===== src/rtl/traffic_lamp_driver.sv =====
`timescale 1ns/1ps
`default_nettype none
// ============================================================================
//  Module      : traffic_lamp_driver
//  Description : Decodes the upstream traffic phase into registered NS/EW
//                lamp drives, checks the phase sequence for legality (sticky
//                fault with flashing yellows), and runs a pedestrian walk
//                sequencer that grants a walk window at each NS-green entry.
//  Revision    : 1.0 - initial release
// ============================================================================
module traffic_lamp_driver #(
    parameter int BLINK_DIV   = 4,
    parameter int WALK_CYCLES = 5
) (
    input  logic       clk,
    input  logic       reset,
    input  logic [1:0] traffic_state,
    input  logic       ped_req,
    output logic [2:0] ns_lamp,
    output logic [2:0] ew_lamp,
    output logic       walk,
    output logic [2:0] walk_count,
    output logic       fault
);

    // Walk sequencer states
    localparam logic [1:0] c_idle = 2'b00;
    localparam logic [1:0] c_wait = 2'b01;
    localparam logic [1:0] c_walk = 2'b10;

    localparam logic [2:0] c_walk_init  = 3'(WALK_CYCLES - 1);
    localparam int         c_bw         = (BLINK_DIV > 1) ? $clog2(BLINK_DIV) : 1;
    localparam logic [c_bw-1:0] c_blink_last = c_bw'(BLINK_DIV - 1);

    // Lamp encodings {red,yellow,green}
    localparam logic [2:0] c_red    = 3'b100;
    localparam logic [2:0] c_yellow = 3'b010;
    localparam logic [2:0] c_green  = 3'b001;

    logic [1:0]      r_prev_state;
    logic            r_primed;
    logic            r_fault;
    logic            r_blink;
    logic [c_bw-1:0] r_blink_cnt;
    logic            r_ped_prev;
    logic            r_ped_pending;
    logic [1:0]      r_walk_state;
    logic [2:0]      r_walk_count;
    logic            r_walk;

    logic [1:0]      w_state_next;
    logic [2:0]      w_count_next;
    logic            w_walk_next;

    logic [1:0]      w_seq_next;
    logic            w_illegal;
    logic            w_ns_entry;
    logic            w_ped_rise;
    logic            w_kill;

    // Only "stay" or "advance by one (mod 4)" is a legal phase change.
    assign w_seq_next = r_prev_state + 2'd1;
    assign w_illegal  = !r_fault && r_primed &&
                        (traffic_state != r_prev_state) &&
                        (traffic_state != w_seq_next);
    assign w_ns_entry = !r_fault && r_primed && !w_illegal &&
                        (r_prev_state != 2'b00) && (traffic_state == 2'b00);
    assign w_ped_rise = ped_req && !r_ped_prev;
    // Fault (new or standing) shuts the walk machinery down at once.
    assign w_kill     = r_fault || w_illegal;

    // Track the last accepted phase and latch the sticky fault flag.
    always_ff @(posedge clk) begin
        if (!reset) begin
            r_prev_state <= 2'b00;
            r_primed     <= 1'b0;
            r_fault      <= 1'b0;
        end else if (!r_fault) begin
            if (w_illegal) begin
                r_fault <= 1'b1;
            end else begin
                r_prev_state <= traffic_state;
                r_primed     <= 1'b1;
            end
        end
    end

    // Drive the lamps: phase decode normally, flashing yellows when faulted.
    always_ff @(posedge clk) begin
        if (!reset) begin
            ns_lamp     <= c_red;
            ew_lamp     <= c_red;
            r_blink     <= 1'b0;
            r_blink_cnt <= '0;
        end else if (w_illegal) begin
            // Flash starts in the "on" half at the faulting edge.
            ns_lamp     <= c_yellow;
            ew_lamp     <= c_yellow;
            r_blink     <= 1'b1;
            r_blink_cnt <= '0;
        end else if (r_fault) begin
            if (r_blink_cnt == c_blink_last) begin
                r_blink     <= ~r_blink;
                r_blink_cnt <= '0;
                ns_lamp     <= {1'b0, ~r_blink, 1'b0};
                ew_lamp     <= {1'b0, ~r_blink, 1'b0};
            end else begin
                r_blink_cnt <= r_blink_cnt + 1'b1;
            end
        end else begin
            case (traffic_state)
                2'b00:   begin ns_lamp <= c_green;  ew_lamp <= c_red;    end
                2'b01:   begin ns_lamp <= c_yellow; ew_lamp <= c_red;    end
                2'b10:   begin ns_lamp <= c_red;    ew_lamp <= c_green;  end
                default: begin ns_lamp <= c_red;    ew_lamp <= c_yellow; end
            endcase
        end
    end

    // Edge-detect the button and hold one merged pending request.
    always_ff @(posedge clk) begin
        if (!reset) begin
            r_ped_prev    <= 1'b0;
            r_ped_pending <= 1'b0;
        end else begin
            r_ped_prev <= ped_req;
            if (w_kill) begin
                r_ped_pending <= 1'b0;
            end else if ((r_walk_state == c_wait) && w_ns_entry) begin
                r_ped_pending <= 1'b0;
            end else if (w_ped_rise) begin
                r_ped_pending <= 1'b1;
            end
        end
    end

    // Walk sequencer state register (outputs registered alongside).
    always_ff @(posedge clk) begin
        if (!reset) begin
            r_walk_state <= c_idle;
            r_walk_count <= 3'd0;
            r_walk       <= 1'b0;
        end else begin
            r_walk_state <= w_state_next;
            r_walk_count <= w_count_next;
            r_walk       <= w_walk_next;
        end
    end

    // Walk sequencer next-state and countdown.
    always_comb begin
        w_state_next = r_walk_state;
        w_count_next = r_walk_count;
        case (r_walk_state)
            c_idle: begin
                if (r_ped_pending) w_state_next = c_wait;
            end
            c_wait: begin
                if (w_ns_entry) begin
                    w_state_next = c_walk;
                    w_count_next = c_walk_init;
                end
            end
            c_walk: begin
                // Leaving NS green cuts the walk short.
                if ((traffic_state != 2'b00) || (r_walk_count == 3'd0)) begin
                    w_state_next = c_idle;
                    w_count_next = 3'd0;
                end else begin
                    w_count_next = r_walk_count - 3'd1;
                end
            end
            default: begin
                w_state_next = c_idle;
                w_count_next = 3'd0;
            end
        endcase
        if (w_kill) begin
            w_state_next = c_idle;
            w_count_next = 3'd0;
        end
    end

    // Walk indication follows the upcoming sequencer state.
    always_comb begin
        w_walk_next = (w_state_next == c_walk);
    end

    assign walk       = r_walk;
    assign walk_count = r_walk_count;
    assign fault      = r_fault;

endmodule
`default_nettype wire


===== config.mk =====
export PLATFORM = sky130hd
export DESIGN_NAME = traffic_lamp_driver
export DESIGN_NICKNAME = d
export VERILOG_FILES = /design/src/rtl/traffic_lamp_driver.sv
export SDC_FILE = /design/constraint.sdc
export NUM_CORES = 1
export LEC_CHECK = 0
export ABC_AREA = 1
export BUFFER_PORTS_ARGS = -buffer_cell sky130_fd_sc_hd__buf_2
export CORE_AREA = 3 3 70 72
export DETAILED_ROUTE_END_ITERATION = 10
export DIE_AREA = 0 0 73 75
export SLEW_MARGIN = 20
export SYNTH_ARGS = -nofsm -noshare
export SYNTH_HDL_FRONTEND = slang
export SYNTH_SLANG_ARGS = --single-unit

===== constraint.sdc =====
create_clock -name clk -period 2.2 [get_ports clk]
set_input_delay 0.44 -clock clk [delete_from_list [all_inputs] [get_ports clk]]
set_output_delay 0.44 -clock clk [all_outputs]
set_load 0.05 [all_outputs]

==> results by group <==
Timing
  – Clock Skew: 0.00190 ns
  – Final TNS setup: 0 ns
  – Slew HR: 69.8%
  – Post-layout min period: 1.55 ns
  – Actual slew at the worst max-slew pin: 0.451 ns
  – RSZ-0062 raised after global routing: no
  – Slew Viols, Final: 0
  – Fmax: 647 MHz
  – Period utilisation layout: 70.2%
  – Fin. Hold Viols: 0
  – Hold_ws: 0.384 ns
  – Final setup vio count: 0

Final layout
  – Diode count: 0
  – Final non-filler cell total: 217
  – Layout cell share with drive strength beyond 1: 20.6%
  – Most common cell after layout, fill and taps aside: nand2_1
  – Final Util: 28.7%
  – Final nets: 179
  – Area grow syn2layout: 16.7%
  – Commonest non-fill, non-tap cells in the layout: nand2_1, inv_1, dfxtp_1

Placed design
  – Gpl congestion: 0.798
  – Port Buffers: 15
  – HPWL after DPL: 1.69 mm
  – Placed insts: 213

Clocking
  – CTS buffer count: 3
  – TritonCTS Sinks: 21
  – Clock Tree Buf Depth: 2
  – CTS Root Buffer Type: clkbuf_8
  – CTS tree: yes
  – Worst skew pair latency: 0.25 ns
  – Worst-path clk slew: 0.07 ns
  – Setup bufs post-CTS: 0
  – Hold_buf cts: 0
  – H-tree depth: 1
  – Post_cts resized: 0

Synth
  – Post-Syn Instances: 148
  – Synth area leader: dfxtp_1
  – Synth top area cells: dfxtp_1, nand2_1, ha_1
  – Seq/Total Area, Yosys: 39.2%
  – Synth cell types: 22
  – Yosys Warn Count: 0
  – Flops & latches, synth: 21
  – Mapped Nets: 161
  – Average cell area after synthesis: 7.25 sq um
  – Synth top area share: 39.2%
  – Syn Std Cell Area: 1070 sq um

Pwr
  – Power Density: 770 nW/um^2
  – Logic pwr share: 29.1%
  – Seq pwr share: 45.6%
  – Clock network power share: 25.3%
  – Worst ir drop on vdd: 0.491 mV
  – Internal: 622 uW
  – Sw Pwr: 342 uW
  – Leak: 0.591 nW
  – Switching part of the total: 35.4%

Route
  – Initial DRC Count: 12
  – WL final: 2.12 mm
  – Drt pass-1 iters: 4
  – Via/cell ratio: 4.23
  – Total number of vias: 917
  – Remaining DRCs: 0
  – WL per Instance: 9.78 um
  – ANT nets after route: 0

Floorplanning
  – Initial Util: 24.6%
  – Rows: 24
  – Core area: 4350 sq um
  – Chip width: 73 um
  – Io pins: 16
  – DIE HEIGHT: 75 um
  – DIE AREA: 5480 sq um

Worst setup path
  – Crit Path Max Fanout: 7
  – Critical Path RT: 2.36 ns
  – Crit Path Class: reg2reg
  – Startpoint Class: flop
  – Worst EP arrival: 1.71 ns
  – Crit end category: flop

Global routing
  – First-pass GRT wire length: 3.95 mm
  – Vias in the first global route: 928
  – Antenna violations before repair: 0
  – Largest net degree at the start of global routing: 13
  – Total Routing Usage GR: 9.09%
  – GRT overflow: 0

Hold path
  – Path type of the worst min-delay path: in2reg

Outcome
  – Status: finished clean

Run
  – Max-Cap Viols: 0
[synthesized netlist by cell type]
cell type  number
a21oi_1         8
a31oi_1         2
clkbuf_1        2
dfxtp_1        21
ha_1            8
inv_1          21
inv_2           3
nand2_1        36
nand2_2         7
nand2_4         1
nand3_1        11
nand3_2         1
nand3_4         1
nand4_1         1
nor2_1         14
nor2_2          1
nor3_2          1
o211ai_1        1
o21ai_0         4
o21ai_1         1
o22ai_1         2
xor2_1          1
[registers in the layout, indices dropped and copies added (netlist names), 2 cells and up]
name          cells
r_blink_cnt       2
r_prev_state      2
ns_lamp           3
r_walk_state      2
ew_lamp           3
walk_count        3
[power by group through the flow]
stage	combinational [mW]	sequential, mW	clock, mW
finish	0.280	0.440	0.244
detailed placement	0.281	0.447	0
floorplan	0.160	0.510	0
CTS	0.282	0.440	0.256
global route	0.319	0.446	0.270
global placement	0.282	0.447	0
[path summary, 6_finish.rpt]
path | start | to | slack (ns) | cells past startpoint
hold / removal | ped_req | r_ped_prev$_SDFF_PN0_ | 0.38 | 3
hold reg to reg | ew_lamp[0]$_SDFFE_PP0P_ | ew_lamp[0]$_SDFFE_PP0P_ | 0.46 | 2
setup / recovery | r_prev_state[0]$_SDFFE_PN0P_ | walk$_SDFF_PN0_ | 0.65 | 12
setup reg to reg | r_prev_state[0]$_SDFFE_PN0P_ | walk$_SDFF_PN0_ | 0.65 | 12
[metal layers]
| layer | vias up | global-route usage, % | wire length [um] |
|---|---|---|---|
| met5 | - | 0 | 0 |
| met4 | 0 | 4.30 | 17 |
| met3 | 2 | 1.34 | 70 |
| met2 | 12 | 15.1 | 986 |
| met1 | 400 | 11.6 | 1050 |
| li1 | 503 | - | - |
[area by class of cell]
| cell class | count | area (sq um) |
|---|---|---|
| fill | 477 | 3100 |
| multi-input combinational | 101 | 554 |
| sequential | 21 | 420 |
| inverter | 24 | 90.1 |
| timing repair buffer | 15 | 75.1 |
| tap | 52 | 65.1 |
| clock buffer | 3 | 41.3 |
| clock inverter | 1 | 5.00 |
[logic make-up (layout without fill, tap and decap cells)]
group	Yosys count	after routing	share of synthesized area, %
buf+inv	26	43	9.10
flops	21	21	39.2
fa+ha+maj	8	8	9.34
simple gates	74	74	32.4
xor+xnor	1	1	0.817
compound gates	18	18	9.10
[stage by stage]
stage	area, sq um	power [mW]	worst slack, ns
5_1_grt	1250	1.03	0.466
2_1_floorplan	1070	0.670	0.477
4_1_cts	1250	0.978	0.654
3_3_place_gp	1200	0.729	0.697
6_report	1250	0.964	0.655
3_5_place_dp	1200	0.728	0.667
[worst max-delay path, stage by stage (launching register included)]
cell and delay [ns]:
dfxtp_1 0.35, inv_1 0.09, ha_1 0.31, inv_1 0.06
nand2_1 0.04, nand2_1 0.06, nand2_2 0.08, nand3_4 0.10
nand2_2 0.08, nor2_1 0.10, nand2_1 0.07, nand2_1 0.07
inv_1 0.03
Power figures use the tool's default switching activity.
